===== src/rtl/unified_cache_miss_replay_queue.sv =====
// unified_cache_miss_replay_queue
// Per-bank miss buffer: captures main-pipe misses, issues one memory request per
// entry, snoops the bank fill handshake and replays filled packets to the bank
// arbiter. queue_full_out doubles as the replay port's critical flag.
// Optional feature: define UNIFIED_CACHE_MISS_MERGE_EN to merge secondary misses
// onto an outstanding primary for the same block.

`ifndef UNIFIED_CACHE_PACKET_WIDTH_IN_BITS
`define UNIFIED_CACHE_PACKET_WIDTH_IN_BITS 64
`endif
`ifndef UNIFIED_CACHE_BLOCK_SIZE_IN_BYTES
`define UNIFIED_CACHE_BLOCK_SIZE_IN_BYTES 64
`endif

module unified_cache_miss_replay_queue #(
    parameter int NUM_ENTRY         = 4,
    parameter int PACKET_WIDTH      = `UNIFIED_CACHE_PACKET_WIDTH_IN_BITS,
    parameter int ADDR_POS_LO       = 0,
    parameter int ADDR_WIDTH        = 32,
    parameter int BLOCK_OFFSET_BITS = $clog2(`UNIFIED_CACHE_BLOCK_SIZE_IN_BYTES)
) (
    input  logic                    clk_in,
    input  logic                    reset_in,
    input  logic [PACKET_WIDTH-1:0] miss_packet_in,
    input  logic                    miss_packet_valid_in,
    output logic                    miss_packet_ack_out,
    output logic [PACKET_WIDTH-1:0] miss_request_out,
    output logic                    miss_request_valid_out,
    input  logic                    miss_request_ack_in,
    input  logic [PACKET_WIDTH-1:0] fetched_request_in,
    input  logic                    fetched_request_valid_in,
    input  logic                    fetch_ack_in,
    output logic [PACKET_WIDTH-1:0] replay_request_out,
    output logic                    replay_request_valid_out,
    input  logic                    replay_request_ack_in,
    output logic                    queue_full_out
);

    localparam int IDX_W  = $clog2(NUM_ENTRY);
    localparam int CNT_W  = $clog2(NUM_ENTRY + 1);
    localparam int BLK_LO = ADDR_POS_LO + BLOCK_OFFSET_BITS;
    localparam int BLK_W  = ADDR_WIDTH - BLOCK_OFFSET_BITS;

    typedef enum logic [1:0] {
        ST_INVALID,
        ST_PENDING_ISSUE,
        ST_WAIT_FILL,
        ST_READY_REPLAY
    } entry_state_t;

    entry_state_t            r_state [NUM_ENTRY];
    logic [PACKET_WIDTH-1:0] r_pkt   [NUM_ENTRY];
    logic [CNT_W-1:0]        r_count;
    logic                    r_issue_hold;
    logic [IDX_W-1:0]        r_issue_hold_idx;

    logic             w_alloc_found, w_pend_found, w_replay_found;
    logic [IDX_W-1:0] w_alloc_idx, w_pend_idx, w_replay_idx, w_issue_idx;
    logic             w_issue_found;
    logic             w_enq, w_issue_ack, w_fill, w_replay_ack;
    logic [BLK_W-1:0] w_fill_blk, w_miss_blk;
    entry_state_t     w_enq_state;
    logic             w_unused_fill_bits;

    function automatic logic [BLK_W-1:0] blk_of(input logic [PACKET_WIDTH-1:0] p);
        return p[BLK_LO +: BLK_W];
    endfunction

    assign w_fill_blk         = blk_of(fetched_request_in);
    assign w_miss_blk         = blk_of(miss_packet_in);
    assign w_unused_fill_bits = ^fetched_request_in;

    // Lowest-index search for a free slot, an issuable entry and a replayable entry
    always_comb begin
        w_alloc_found  = 1'b0;
        w_alloc_idx    = '0;
        w_pend_found   = 1'b0;
        w_pend_idx     = '0;
        w_replay_found = 1'b0;
        w_replay_idx   = '0;
        for (int unsigned i = 0; i < NUM_ENTRY; i++) begin
            if (!w_alloc_found && r_state[i] == ST_INVALID) begin
                w_alloc_found = 1'b1;
                w_alloc_idx   = IDX_W'(i);
            end
            if (!w_pend_found && r_state[i] == ST_PENDING_ISSUE) begin
                w_pend_found = 1'b1;
                w_pend_idx   = IDX_W'(i);
            end
            if (!w_replay_found && r_state[i] == ST_READY_REPLAY) begin
                w_replay_found = 1'b1;
                w_replay_idx   = IDX_W'(i);
            end
        end
    end

    // A presented-but-unacked request stays on the port even if a lower index
    // becomes pending later, so the payload cannot change under the consumer.
    assign w_issue_found = r_issue_hold | w_pend_found;
    assign w_issue_idx   = r_issue_hold ? r_issue_hold_idx : w_pend_idx;

    assign queue_full_out           = (r_count == CNT_W'(NUM_ENTRY));
    assign miss_packet_ack_out      = !queue_full_out;
    assign miss_request_valid_out   = w_issue_found;
    assign miss_request_out         = w_issue_found ? r_pkt[w_issue_idx] : '0;
    assign replay_request_valid_out = w_replay_found;
    assign replay_request_out       = w_replay_found ? r_pkt[w_replay_idx] : '0;

    assign w_enq        = miss_packet_valid_in & miss_packet_ack_out;
    assign w_issue_ack  = w_issue_found & miss_request_ack_in;
    assign w_fill       = fetched_request_valid_in & fetch_ack_in;
    assign w_replay_ack = w_replay_found & replay_request_ack_in;

`ifdef UNIFIED_CACHE_MISS_MERGE_EN
    logic w_merge_hit, w_merge_ready;

    // Secondary-miss detection against outstanding primaries for the same block
    always_comb begin
        w_merge_hit   = 1'b0;
        w_merge_ready = 1'b0;
        for (int unsigned i = 0; i < NUM_ENTRY; i++) begin
            if ((r_state[i] == ST_PENDING_ISSUE || r_state[i] == ST_WAIT_FILL) &&
                blk_of(r_pkt[i]) == w_miss_blk)
                w_merge_hit = 1'b1;
            if (r_state[i] == ST_WAIT_FILL && blk_of(r_pkt[i]) == w_miss_blk &&
                w_fill && w_fill_blk == w_miss_blk)
                w_merge_ready = 1'b1;
        end
    end

    assign w_enq_state = w_merge_ready ? ST_READY_REPLAY :
                         w_merge_hit   ? ST_WAIT_FILL    : ST_PENDING_ISSUE;
`else
    logic w_unused_miss_blk;
    assign w_unused_miss_blk = ^w_miss_blk;
    assign w_enq_state       = ST_PENDING_ISSUE;
`endif

    // Per-entry lifecycle, occupancy count and issue-port hold
    always_ff @(posedge clk_in or negedge reset_in) begin
        if (!reset_in) begin
            for (int unsigned i = 0; i < NUM_ENTRY; i++) begin
                r_state[i] <= ST_INVALID;
                r_pkt[i]   <= '0;
            end
            r_count          <= '0;
            r_issue_hold     <= 1'b0;
            r_issue_hold_idx <= '0;
        end else begin
            for (int unsigned i = 0; i < NUM_ENTRY; i++) begin
                case (r_state[i])
                    ST_INVALID:
                        if (w_enq && w_alloc_idx == IDX_W'(i)) begin
                            r_state[i] <= w_enq_state;
                            r_pkt[i]   <= miss_packet_in;
                        end
                    ST_PENDING_ISSUE:
                        if (w_issue_ack && w_issue_idx == IDX_W'(i))
                            r_state[i] <= ST_WAIT_FILL;
                    ST_WAIT_FILL:
                        if (w_fill && blk_of(r_pkt[i]) == w_fill_blk)
                            r_state[i] <= ST_READY_REPLAY;
                    ST_READY_REPLAY:
                        if (w_replay_ack && w_replay_idx == IDX_W'(i))
                            r_state[i] <= ST_INVALID;
                    default:
                        r_state[i] <= ST_INVALID;
                endcase
            end
            r_count          <= r_count + CNT_W'(w_enq) - CNT_W'(w_replay_ack);
            r_issue_hold     <= w_issue_found & !miss_request_ack_in;
            r_issue_hold_idx <= w_issue_idx;
        end
    end

endmodule


===== config.mk =====
export PLATFORM = sky130hd
export DESIGN_NAME = unified_cache_miss_replay_queue
export DESIGN_NICKNAME = d
export VERILOG_FILES = /design/src/rtl/unified_cache_miss_replay_queue.sv
export SDC_FILE = /design/constraint.sdc
export NUM_CORES = 1
export LEC_CHECK = 0
export BUFFER_PORTS_ARGS = -buffer_cell sky130_fd_sc_hd__buf_4
export CAP_MARGIN = 30
export CORE_ASPECT_RATIO = 0.5
export CORE_UTILIZATION = 30
export DETAILED_ROUTE_END_ITERATION = 16
export HOLD_SLACK_MARGIN = 0.03
export SYNTH_ARGS = -nofsm -noshare
export SYNTH_HDL_FRONTEND = slang
export SYNTH_SLANG_ARGS = --single-unit

===== constraint.sdc =====
create_clock -name clk_in -period 3.2 [get_ports clk_in]
set_input_delay 0.32 -clock clk_in [delete_from_list [all_inputs] [get_ports clk_in]]
set_output_delay 0.32 -clock clk_in [all_outputs]
set_load 0.005 [all_outputs]

Yosys cells after proc, flatten, opt, wreduce, memory -nomap -nowiden
Cells that the tools add are included.

$add $sub $neg: 2. $lt $le $gt $ge: 2. Eq/ne operators: 42. Muxes and demuxes: 49. Bitwise gates (word level): 8. Reductions and logical operators: 51.

Operator list (number): $mux 64 (6); $bmux 64 s2 (2); $eq 26x26->1 (4); $mux 2 (23); $pmux 2 s4 (4); $eq 2x2->1 const B (14); $logic_and 1x1->1 (25); $ne 2x1->1 const B (12); $reduce_and 4->1 (4); $eq 2x1->1 const B (7); $logic_not 2->1 (7); $mux 1 (14); $logic_not 1->1 (11); $ne 2x2->1 const B (4); $reduce_and 2->1 (4); $ge 3x3->1 const B (2); $not 2->3 (2); $and 1x1->1 (5); $add 3x1->3 (1); $eq 3x3->1 const B (1); $sub 3x1->3 (1); $or 1x1->1 (1).

Bits in registers: 270. Input port bits: 135. Output and inout port bits: 132.

Depth between registers and ports, before layout
Gate-level depths: netlist of the first run.

Word-level depth: 17. Mapped depth: 10. Mapped depth without buffers: 10.

Worst setup path after synthesis of the first run
OpenSTA, ideal clock, no wires.

Path kind: register to register. Start point: register r_state[4] in the netlist's numbering. End point: register r_count[2]. Setup time: 0.123 ns. Arrival: 2.590 ns. Data required time: 3.077 ns. Setup slack: 0.488 ns. Stages on the path, launching flop included: 11. Clock period less this slack: 2.712 ns. Cells stage by stage: dfrtp_1 > ha_1 > or3_1 > or2_2 > and2_1 > ha_1 > inv_1 > ha_1 > fa_1 > xnor2_1 > xnor2_1.

Longest elaborated chain between the ends: 11.

Ends and longest elaborated chain: from (decl) (RTL line 51) `entry_state_t r_state [NUM_ENTRY];`; from (signal, indexed assignment) (RTL line 154) `r_state[i] <= w_enq_state;`; $eq 2x2->1 * (RTL line 90) `if (!w_replay_found && r_state[i] == ST_READY_REPLAY) begin`; $logic_and 1x1->1 * (RTL line 90); $mux 1 * (RTL line 90); $logic_not 1->1 (RTL line 90); $logic_and 1x1->1 (RTL line 90); $mux 1 * (RTL line 90); $logic_not 1->1 (RTL line 90); $logic_and 1x1->1 (RTL line 90); $mux 1 * (RTL line 90); named net replay_request_valid_out (RTL line 34) `output logic replay_request_valid_out,`; $and 1x1->1 * (RTL line 112) `assign w_replay_ack = w_replay_found & replay_request_ack_in;`; $sub 3x1->3 * (RTL line 170) `r_count <= r_count + CNT_W'(w_enq) - CNT_W'(w_replay_ack);`; to (signal assigned) (RTL line 170); to (decl) (RTL line 53) `logic [CNT_W-1:0] r_count;`.

The timed path passes the listed nets; every way through them passes the cells marked *. A chain may end at the register's enable or synchronous reset.

Worst setup path in the final report of the first run
Start point: register r_state[4] in the netlist's numbering. End point: output port miss_request_out[37].

Longest elaborated chain between the ends: 15. Elaborated cells between the ends (all ways): 19. Those cells by class: eq/ne (1); mux (11); bitwise (2); reduce/logical (5).

Ends and longest elaborated chain: $eq 2x1->1 * (RTL line 86) `if (!w_pend_found && r_state[i] == ST_PENDING_ISSUE) begin`; $logic_and 1x1->1 * (RTL line 86); $mux 1 (RTL line 86); $logic_not 1->1 (RTL line 86); $logic_and 1x1->1 (RTL line 86); $mux 1 (RTL line 86); $logic_not 1->1 (RTL line 86); $logic_and 1x1->1 (RTL line 86); $mux 2 (RTL line 86); $mux 2 (RTL line 100) `assign w_issue_idx = r_issue_hold ? r_issue_hold_idx : w_pend_idx;`; $not 2->3 (not written as such) (RTL line 105) `assign miss_request_out = w_issue_found ? r_pkt[w_issue_idx] : '0;`; $bmux 64 s2 (RTL line 105); $mux 64 (not written as such) (2 in series) (RTL line 105); $mux 64 * (RTL line 105); to (decl) (RTL line 27) `output logic [PACKET_WIDTH-1:0] miss_request_out,`.

Mark *: on every way between the ends. The rest lies on a longest branch, timed or not. The select of a mux whose other input is x is not followed.

==> reports/metrics.yaml, run 1 <==
logic_synthesis:
  synth_compound_area_frac: 0.105
  synth-simple-area-share: 0.0773
  async_flop_share: 1.00
  synth_top_family_by_area: "multiplexers"
  synth_nets: 1533
  netlist_instances: 1378
  yosys_warnings: 0
  synth_flop_cell: "dfrtp_1"
  synthMuxAreaShare: 0.273
  synthAdderAreaFrac: 0.0164
  synth-xor-area-share: 0.0594
  synth-edff-count: 0
  ys_seq_area_frac: 0.429
  ys_types: 54
  synth.cell_area_mm2: 0.0157
  syn_avg_cell_area_um2: 11.4
  synth_seq_cells: 270
global_routing:
  grt_max_degree: 90
  grtUsageTotal: 0.187
  grt_pass1_wl_um: 77300
  antenna_found_initial: 1
  grt_pass1_vias: 12595
  grt-ovfl-total: 0
floorplan:
  die_area_mm2: 0.0535
  row_count: 58
  fp.dieW_um: 326
  num_io_pins: 267
  die_y_um: 164
  core-area_mm2: 0.0510
  start_util: 0.309
detailed_routing:
  drc_errors: 0
  routed_wl_um: 52800
  drtAntennaViolNets: 0
  viasPerCell: 5.26
  wl_per_cell_um: 22.0
  num_vias: 12640
  dr.pass1.iters: 7
  drt_iter0_markers: 1001
final_layout:
  regArea_mm2: 0.00676
  fin_nets: 1842
  stdcell_area_mm2: 0.0214
  layout.cells.non_filler: 2402
  fillCellCount: 4782
  multi_input_area_mm2: 0.00907
  syn2layout_area_growth_pct: 35.9
  drive_above_1_share: 0.486
pwr:
  p_comb_frac: 0.648
  internal_power_mw: 17.5
  power.density_mw_per_mm2: 1410
  ir_drop_v: 0.00107
  clockPowerShare: 0.122
  p_seq_frac: 0.230
  swShare: 0.419
  power_mw: 30.2
  p_leak_nw: 9.03
  switchingPower_mw: 12.7
timing:
  setup-violations-final: 11
  post-route-period-util: 1.02
  min_period_ns: 3.25
  max_slew_margin: 0.525
  timing.setup.tns_ns: -0.297
  report.final.slew_viol_count: 0
  fin_skew_ns: 0.0111
  max_slew.worst_pin.slew_ns: 0.713
  finalWorstSetupSlack_ns: -0.0488
  holdWs_ns: 0.120
  rsz0062_at_grt: "yes"
  hold_viol: 0
  max_freq_mhz: 308
clocking:
  clockBufferDepth: 3
  clock_latency_ns: 0.58
  tritoncts: "built"
  cts-buffers-inserted: 29
  h-tree-depth: 1
  cts.clk_slew.worst_paths_ns: 0.06
  root_buffer: "clkbuf_16"
  clock_sinks: 270
critical_path:
  crit_path_top_delay_cell: "dfrtp_1"
  cp-end-kind: "output pin"
  slowest_delay_ns: 0.42
  cp_max_fo: 7
  crit_required_ns: 2.88
  critPathLaunchType: "flop"
  crit_type: "flop to output pin"
  worstPathCellList: "ha_4, or3_4, o21ai_4, buf_6, buf_12, buf_12, clkbuf_16, mux2_4, nor2_4, a211oi_2, buf_4"
  r2r_slack_ns: 0.12
  worst_path_most_repeated_cell: "buf_12"
  worstPathArrival_ns: 2.93
place:
  place_inst: 2233
  hpwlAfterDp_um: 32500
  placed_area_mm2: 0.0184
  routabilityCongestion: 0.880
  io_buffer_count: 228
run_status:
  violations: "setup timing"
  status: "complete, but fails checks"
run:
  cap_violations: 0
worst_hold_path:
  hold_path_class: "primary input to flop"
## per-layer routing
metal | vias up | global-route usage | wire length, um
met5 | - | 0 | 0
met4 | 0 | 0.0717 | 1800
met3 | 91 | 0.0196 | 1930
met2 | 347 | 0.329 | 26800
met1 | 6570 | 0.238 | 22300
li1 | 5632 | - | -
## Yosys cell counts (3+ instances only)
| cell type | n | area (um2) |
|---|---|---|
| buf_2 | 31 | 155 |
| a211oi_1 | 9 | 67.6 |
| nor4_1 | 14 | 87.6 |
| buf_4 | 9 | 67.6 |
| buf_8 | 7 | 105 |
| nand2_2 | 3 | 18.8 |
| o21ai_0 | 3 | 15.0 |
| xor2_1 | 58 | 508 |
| nand3_1 | 6 | 30.0 |
| o22ai_1 | 64 | 400 |
| buf_6 | 4 | 45.0 |
| nor2_1 | 138 | 518 |
| nand2_1 | 6 | 22.5 |
| nor3_1 | 67 | 335 |
| clkbuf_1 | 46 | 173 |
| mux2i_1 | 65 | 651 |
| mux2_2 | 310 | 3490 |
| inv_1 | 18 | 67.6 |
| nand4_1 | 14 | 87.6 |
| xnor2_1 | 47 | 412 |
| dfrtp_1 | 270 | 6760 |
| a211oi_2 | 55 | 688 |
| a21oi_1 | 64 | 320 |
| mux2_1 | 14 | 158 |
| ha_1 | 19 | 238 |
| buf_1 | 3 | 11.3 |
## logic make-up (layout without fill, tap and decap cells)
group	after synthesis	after routing
xor+xnor	106	106
mux	389	389
fa+ha+maj	20	20
flops	270	270
other cells	0	2
buf+inv	118	450
compound gates	212	212
simple gates	263	263
## worst max-delay path, delay by kind of cell (launching register included)
| family | cells | cell delay [ns] |
|---|---|---|
| buffers and inverters | 5 | 0.69 |
| and+or+nand+nor | 2 | 0.50 |
| DFF | 1 | 0.42 |
| muxes | 1 | 0.32 |
| AOI/OAI and AO/OA | 2 | 0.21 |
| adders and majority gates | 1 | 0.19 |
## repair_timing
item,in CTS,in global routing
setup endpoints to repair,79,76
hold buffers,66,0
buffers inserted,24,17
hold endpoints to repair,325,0
cloned,4,5
pin swaps,10,54
resized for setup,70,138
## through the flow
stage,util,worst slack [ns]
5_1_grt,0.419,-0.134
4_1_cts,0.404,-0.0786
2_1_floorplan,-,0.488
6_report,0.419,-0.0488
3_5_place_dp,0.360,0.243
3_3_place_gp,0.360,0.275
## final cells by class
| type | count | area share |
|---|---|---|
| clock buffers | 46 | 0.0420 |
| inverters | 18 | 0.00316 |
| clock inverters | 8 | 0.00626 |
| diodes | 2 | 0.000234 |
| well taps | 690 | 0.0403 |
| multi-input cells | 990 | 0.424 |
| flip-flops and latches | 270 | 0.316 |
| repair buffers | 378 | 0.169 |
## cells in the final DEF, fill, tap and decap left out, drive strengths merged, types with 64 or more instances in the layout
| master | instances |
|---|---|
| o22ai | 64 |
| a211oi | 64 |
| nor3 | 67 |
| nor2 | 138 |
| mux2 | 324 |
| mux2i | 65 |
| dlygate4sd3 | 66 |
| a21oi | 65 |
| buf | 306 |
| dfrtp | 270 |
## registers in the layout, indices dropped and copies added, names as in the netlist
register,flops
r_issue_hold,1
r_count,3
r_issue_hold_idx,2
r_state,8
r_pkt,256
## power by group through the flow
stage	logic, mW	clock network, mW	registers, mW
finish	19.6	3.67	6.95
detailed placement	16.6	0	6.84
global placement	16.5	0	6.79
global route	20.7	3.87	7.16
CTS	18.0	3.74	6.79
floorplan	10.0	0	6.37
## worst paths after layout
path	from	cells after the start	endpoint
worst min-delay path	replay_request_ack_in	4	r_state[2]
max in group asynchronous	reset_in	3	r_pkt[97]
worst max register to register	r_state[5]	11	r_count[2]
min in group asynchronous	reset_in	2	r_pkt[183]
worst max-delay path	r_state[4]	11	miss_request_out[37]
worst min register to register	r_count[0]	1	r_count[0]
(Power assumes the default switching activity.)
==> inputs of run 2 (changes only) <==
==> constraint.sdc (replaced) <==
create_clock -name clk_in -period 3.3 [get_ports clk_in]
set_input_delay 0.33 -clock clk_in [delete_from_list [all_inputs] [get_ports clk_in]]
set_output_delay 0.33 -clock clk_in [all_outputs]
set_load 0.005 [all_outputs]
==> run 2 against run 1 <==
Effect of this change:
- the flow now finishes without violations
- via count fell by 0.29%
- critical path depth did not move
- non-clock buffer count fell by 8
- core utilization fell by 1.3 points
- sequential share of layout area rose by 1.0 points
- clock power fell by 6.0%
- critical endpoint is now miss_request_out[13]
- highest routed layer unchanged
==> reports/metrics.yaml, run 2 (synthesis gave the netlist of run 1 again) <==
global_routing:
  grt_max_degree: 99  # +10%
  busiest_layer: "met2"
  grt-ovfl-total: 0  # unchanged
  grtUsageTotal: 0.186  # -0.00127
  antenna_found_initial: 1  # unchanged
  grt_use_met1: 0.235  # -0.00325
  grt_util_met3: 0.0216  # +0.00205
  use_met2: 0.331  # +0.00193
  grt_pass1_vias: 12404  # -1.5%
  grt_pass1_wl_um: 76800  # -0.63%
pwr:
  switchingPower_mw: 11.7  # -7.2%
  power.density_mw_per_mm2: 1340  # -4.8%
  swShare: 0.422  # +0.00274
  p_leak_nw: 8.72  # -3.4%
  p_comb_frac: 0.637  # -0.011
  internal_power_mw: 16.1  # -8.2%
  ir_drop_v: 0.000756  # -30%
  clockPowerShare: 0.124  # +0.002
  p_seq_frac: 0.240  # +0.010
floorplan:
  fp.dieW_um: 326  # unchanged
  die_area_mm2: 0.0535  # unchanged
  row_count: 58  # unchanged
  num_io_pins: 267  # unchanged
  start_util: 0.309  # unchanged
  die_y_um: 164  # unchanged
  core-area_mm2: 0.0510  # unchanged
final_layout:
  drive_above_1_share: 0.460  # -0.0256
  largest_reg_flops: 256  # unchanged
  fin_nets: 1834  # -0.43%
  top_register: "r_pkt"
  top_regs: "r_pkt x256, r_state x8, r_count x3"
  stdcell_area_mm2: 0.0207  # -3.2%
  regArea_mm2: 0.00676  # unchanged
  final_common_cell: "mux2_2"
  fillCellCount: 4863  # +1.7%
  layout_common_cells: "mux2_2 (307), dfrtp_1 (270), buf_4 (268)"
  syn2layout_area_growth_pct: 31.6
  multi_input_area_mm2: 0.00861  # -5.1%
clocking:
  tritoncts: "built"
  clock_latency_ns: 0.59  # about the same
  clockBufferDepth: 3  # unchanged
  clock_sinks: 270  # unchanged
  root_buffer: "clkbuf_16"
  h-tree-depth: 1  # unchanged
  cts-buffers-inserted: 29  # unchanged
  cts.clk_slew.worst_paths_ns: 0.07  # about the same
detailed_routing:
  viasPerCell: 5.27  # +0.12%
  wl_per_cell_um: 22.0  # +0.14%
  drc_errors: 0  # unchanged
  routed_wl_um: 52700  # -0.28%
  drt_iter0_markers: 1009  # +0.80%
  num_vias: 12603  # -0.29%
  dr.pass1.iters: 6  # -1
  drtAntennaViolNets: 0  # unchanged
timing:
  post-route-period-util: 0.986
  max_freq_mhz: 307
  max_slew.worst_pin.slew_ns: 0.801  # +0.0883 ns
  fin_skew_ns: 0.0295  # +0.0184 ns
  setup-violations-final: 0  # -11
  report.final.slew_viol_count: 0  # unchanged
  rsz0062_at_grt: "yes"
  holdWs_ns: 0.117  # -0.00258 ns
  hold_viol: 0  # unchanged
  min_period_ns: 3.25
  max_slew_margin: 0.466  # -0.0588
critical_path:
  crit_required_ns: 2.97  # +0.09 ns
  r2r_cells: 11  # unchanged
  critPathLaunchType: "flop"
  crit_type: "flop to output pin"
  cp-end-kind: "output pin"
  worstPathArrival_ns: 2.92  # about the same
  cp_max_fo: 7  # unchanged
place:
  placed_area_mm2: 0.0184  # about the same
  io_buffer_count: 228  # unchanged
  routabilityCongestion: 0.875  # -0.62%
  hpwlAfterDp_um: 32800  # +0.78%
run_status:
  status: "finished clean"
worst_hold_path:
  holdPathStages: 4  # unchanged
  hold_path_class: "primary input to flop"
run:
  cap_violations: 0  # unchanged
==> run 2: cell types whose count changed in the layout (fill, tap and decap cells not counted), moves of 8 or more <==
cell and change:
mux2i_1 +10, mux2i_2 -9, buf_12 -8, mux2_4 -45, nor2_4 -33, mux2_2 +45
nor2_1 +30
==> run 2: area by class of cell <==
class,instances,share of cell area
multi-input cells,990,0.415
flip-flops and latches,270,0.326
repair buffers,370,0.166
clock buffers,44,0.0426
well taps,690,0.0417
clock inverters,9,0.00543
inverters,18,0.00326
diodes,1,0.000121
==> run 2: power groups by stage <==
stage	registers, mW	clock network (mW)	logic [mW]
floorplan	6.18	0	9.71
global placement	6.58	0	16.0
detailed placement	6.63	0	16.1
CTS	6.57	3.51	17.0
global route	6.90	3.66	18.8
finish	6.67	3.45	17.7
==> run 2: per-layer routing <==
metal  vias up  wire length [um]
met4         0              1820
li1       5644                 -
met3       104              2560
met5         -                 0
met1      6459             21900
met2       396             26400
==> run 2: what timing repair did <==
action,in CTS,in global routing
pin swaps,9,9
hold buffers,66,0
endpoints found under the hold margin,349,0
resized for setup,25,45
buffers inserted,12,16
cloned,5,4
setup endpoints to repair,64,59
==> run 2: path summary, 6_finish.rpt <==
check | start | endpoint | slack, ns
worst max-delay path | r_state[5] | miss_request_out[13] | 0.05
min in group asynchronous | reset_in | r_pkt[55] | 0.39
max in group asynchronous | reset_in | r_pkt[3] | 1.97
worst min register to register | r_count[0] | r_count[0] | 0.50
worst max register to register | r_state[5] | r_count[2] | 0.24
worst min-delay path | replay_request_ack_in | r_state[2] | 0.12
==> run 2: worst max-delay path: stages, from the launching register on <==
cell	delay [ns]
dfrtp_1	0.39
inv_2	0.07
ha_4	0.17
or3_4	0.38
o21ai_4	0.15
buf_12	0.15
buf_16	0.17
buf_16	0.15
buf_12	0.13
mux2i_1	0.09
a211oi_2	0.30
buf_4	0.17
==> run 2: stage by stage <==
step | cells | total power, mW | worst slack (ns) | utilization | TNS [ns]
finish | 2392 | 27.8 | 0.0468 | 0.406 | 0
global route | 2392 | 29.3 | -0.0305 | 0.406 | -0.116
CTS | 2373 | 27.1 | 0.00314 | 0.400 | 0
detailed placement | 2237 | 22.7 | 0.339 | 0.360 | 0
global placement | 2237 | 22.5 | 0.384 | 0.360 | 0
floorplan | 1378 | 15.9 | 0.588 | - | 0
==> inputs of run 3 (changes only) <==
--- a/config.mk
+++ b/config.mk
@@ -7,10 +7,11 @@
 export LEC_CHECK = 0
 export BUFFER_PORTS_ARGS = -buffer_cell sky130_fd_sc_hd__buf_4
 export CAP_MARGIN = 30
-export CORE_ASPECT_RATIO = 0.5
+export CORE_ASPECT_RATIO = 2
 export CORE_UTILIZATION = 30
 export DETAILED_ROUTE_END_ITERATION = 16
 export HOLD_SLACK_MARGIN = 0.03
+export REMOVE_ABC_BUFFERS = 1
 export SYNTH_ARGS = -nofsm -noshare
 export SYNTH_HDL_FRONTEND = slang
 export SYNTH_SLANG_ARGS = --single-unit
==> run 3 against run 2 <==
Effect of this change:
- total power fell by 1.7%
- register-to-register slack improved by 0.02 ns
- largest cell class unchanged
- critical path type unchanged
- fmax barely moved
==> reports/metrics.yaml, run 3 (synthesis gave the netlist of run 1 again) <==
floorplan:
  die_y_um: 326  # +99%
  fp.dieW_um: 164  # -50%
  num_io_pins: 267  # unchanged
  row_count: 118  # +100%
  core-area_mm2: 0.0518  # +1.6%
  start_util: 0.304  # -0.00480
  die_area_mm2: 0.0535  # unchanged
timing:
  max_slew_margin: 0.536  # +0.0703
  min_period_ns: 3.25  # -0.00172 ns
  report.final.slew_viol_count: 0  # unchanged
  max_slew.worst_pin.slew_ns: 0.696  # -0.105 ns
  hold_viol: 0  # unchanged
  holdWs_ns: 0.170  # +0.0533 ns
  fin_skew_ns: 0.0148  # -0.0147 ns
  setup-violations-final: 0  # unchanged
  max_freq_mhz: 308  # about the same
  rsz0062_at_grt: "yes"
  post-route-period-util: 0.985  # about the same
  timing.setup.tns_ns: 0  # unchanged
  finalWorstSetupSlack_ns: 0.0485  # +0.00172 ns
final_layout:
  layout_common_cells: "mux2_2 (310), dfrtp_1 (269), buf_4 (254)"
  syn2layout_area_growth_pct: 29.6
  final_common_cell: "mux2_2"
  stdcell_area_mm2: 0.0204  # -1.6%
  top_regs: "r_pkt x256, r_state x8, r_count x3"
  layout.cells.non_filler: 2342  # -2.1%
  largest_reg_flops: 256  # unchanged
  utilization: 0.394  # -0.0125
  drive_above_1_share: 0.448  # -0.0127
  fillCellCount: 4970  # +2.2%
  fin_nets: 1816  # -0.98%
  top_register: "r_pkt"
detailed_routing:
  wl_per_cell_um: 23.8  # +8.1%
  drt_iter0_markers: 655  # -35%
  dr.pass1.iters: 5  # -1
  routed_wl_um: 55800  # +5.8%
  viasPerCell: 5.37  # +1.9%
  drtAntennaViolNets: 0  # unchanged
  num_vias: 12572  # -0.25%
  drc_errors: 0  # unchanged
place:
  io_buffer_count: 228  # unchanged
  placed_area_mm2: 0.0184  # about the same
  dp_worst_setup_slack_ns: 0.343  # +0.00339 ns
  hpwlAfterDp_um: 35600  # +8.6%
  place_inst: 2203  # -1.5%
  routabilityCongestion: 0.827  # -5.5%
pwr:
  power.density_mw_per_mm2: 1340  # -0.14%
  ir_drop_v: 0.000708  # -6.3%
  p_leak_nw: 8.59  # -1.6%
  power_mw: 27.4  # -1.7%
clocking:
  clock_sinks: 270  # unchanged
  tritoncts: "built"
  cts-buffers-inserted: 26  # -10%
  h-tree-depth: 1  # unchanged
  cts.clk_slew.worst_paths_ns: 0.07  # about the same
  clock_latency_ns: 0.56  # -0.03 ns
  clockBufferDepth: 3  # unchanged
  root_buffer: "clkbuf_16"
global_routing:
  grt_pass1_vias: 13415  # +8.2%
  grt_pass1_wl_um: 83600  # +8.9%
  use_met2: 0.367  # +0.0354
  grt-ovfl-total: 0  # unchanged
  antenna_found_initial: 4  # +3
  grt_util_met3: 0.0344  # +0.0128
  grt_max_degree: 86  # -13%
  grt_use_met1: 0.232  # -0.00281
  busiest_layer: "met2"
  grtUsageTotal: 0.209  # +0.0227
critical_path:
  cp-end-kind: "output pin"
  worst_path_most_repeated_cell: "buf_4"
  worstPathArrival_ns: 2.92  # about the same
  crit_type: "flop to output pin"
  worstPathCellList: "buf_4, ha_1, nor2_1, nand2_4, buf_4, o22ai_1, nor3_1, buf_4"
  cp_top_family: "simple AND/OR/NAND/NOR gates"
  r2r-start: "r_state[4]"
  crit_path_top_delay_cell: "dfrtp_1"
  critPathLaunchType: "flop"
  r2r_cells: 11  # unchanged
  cp_max_fo: 25  # +18
  crit_start: "r_state[4]"
  slowest_delay_ns: 0.42  # +0.03 ns
  cp_num_cells: 8  # -3
  crit_required_ns: 2.97  # about the same
  path_buf_inv: 3  # -3
run:
  cap_violations: 0  # unchanged
worst_hold_path:
  hold_path_class: "primary input to flop"
  worstHoldStart: "replay_request_ack_in"
  holdPathStages: 4  # unchanged
run_status:
  status: "finished clean"
[run 3: cell count changes in the layout (fill, tap and decap cells not counted), moves of 5 or more]
cell / previous run / this run
buf_12: 17 / 22
mux2i_1: 58 / 64
nor2_1: 109 / 115
buf_4: 268 / 254
mux2i_2: 6 / 1
clkbuf_16: 33 / 28
[run 3: worst register-to-register path, delay by kind of cell (launching register included)]
| family | cells | cell delay (ns) |
|---|---|---|
| adders and majority gates | 4 | 1.14 |
| DFF | 1 | 0.42 |
| and+or+nand+nor | 3 | 0.87 |
| buffers and inverters | 2 | 0.19 |
| xor gates and xnor gates | 2 | 0.32 |
[run 3: area by class of cell]
class                   count  area (um2)  share of cell area
diodes                      2        5.00            0.000245
repair buffers            355        3300               0.162
well taps                 660         826              0.0405
flip-flops and latches    270        6760               0.331
clock inverters            10         103             0.00503
multi-input cells         990        8550               0.419
inverters                  18        67.6             0.00331
clock buffers              37         793              0.0389
[run 3: timing repair]
item | CTS | global route
hold endpoints to repair | 319 | 0
pin swaps | 4 | 7
hold buffers | 66 | 0
cloned | 7 | 1
endpoints found under the setup margin | 87 | 66
setup buffers | 13 | 6
resized for setup | 29 | 22
[run 3: power breakdown]
part           switching (mW)  total (mW)  internal [mW]
clock                    1.36        3.19           1.82
sequential               1.64        6.67           5.04
combinational            8.69        17.5           8.82
total                    11.7        27.4           15.7
[run 3: metal layers]
layer	vias up	share of wire	routed length, um
met2	468	0.51	28600
li1	5575	-	-
met1	6378	0.37	20700
met3	147	0.055	3050
met5	-	0.00048	27
met4	4	0.061	3410
[run 3: worst paths after layout]
check | slack, ns | endpoint
max in group asynchronous | 2.02 | r_pkt[51]
hold / removal | 0.17 | r_state[2]
setup reg to reg | 0.26 | r_count[2]
hold reg to reg | 0.51 | r_count[0]
setup / recovery | 0.05 | replay_request_out[39]
min in group asynchronous | 0.34 | r_pkt[52]
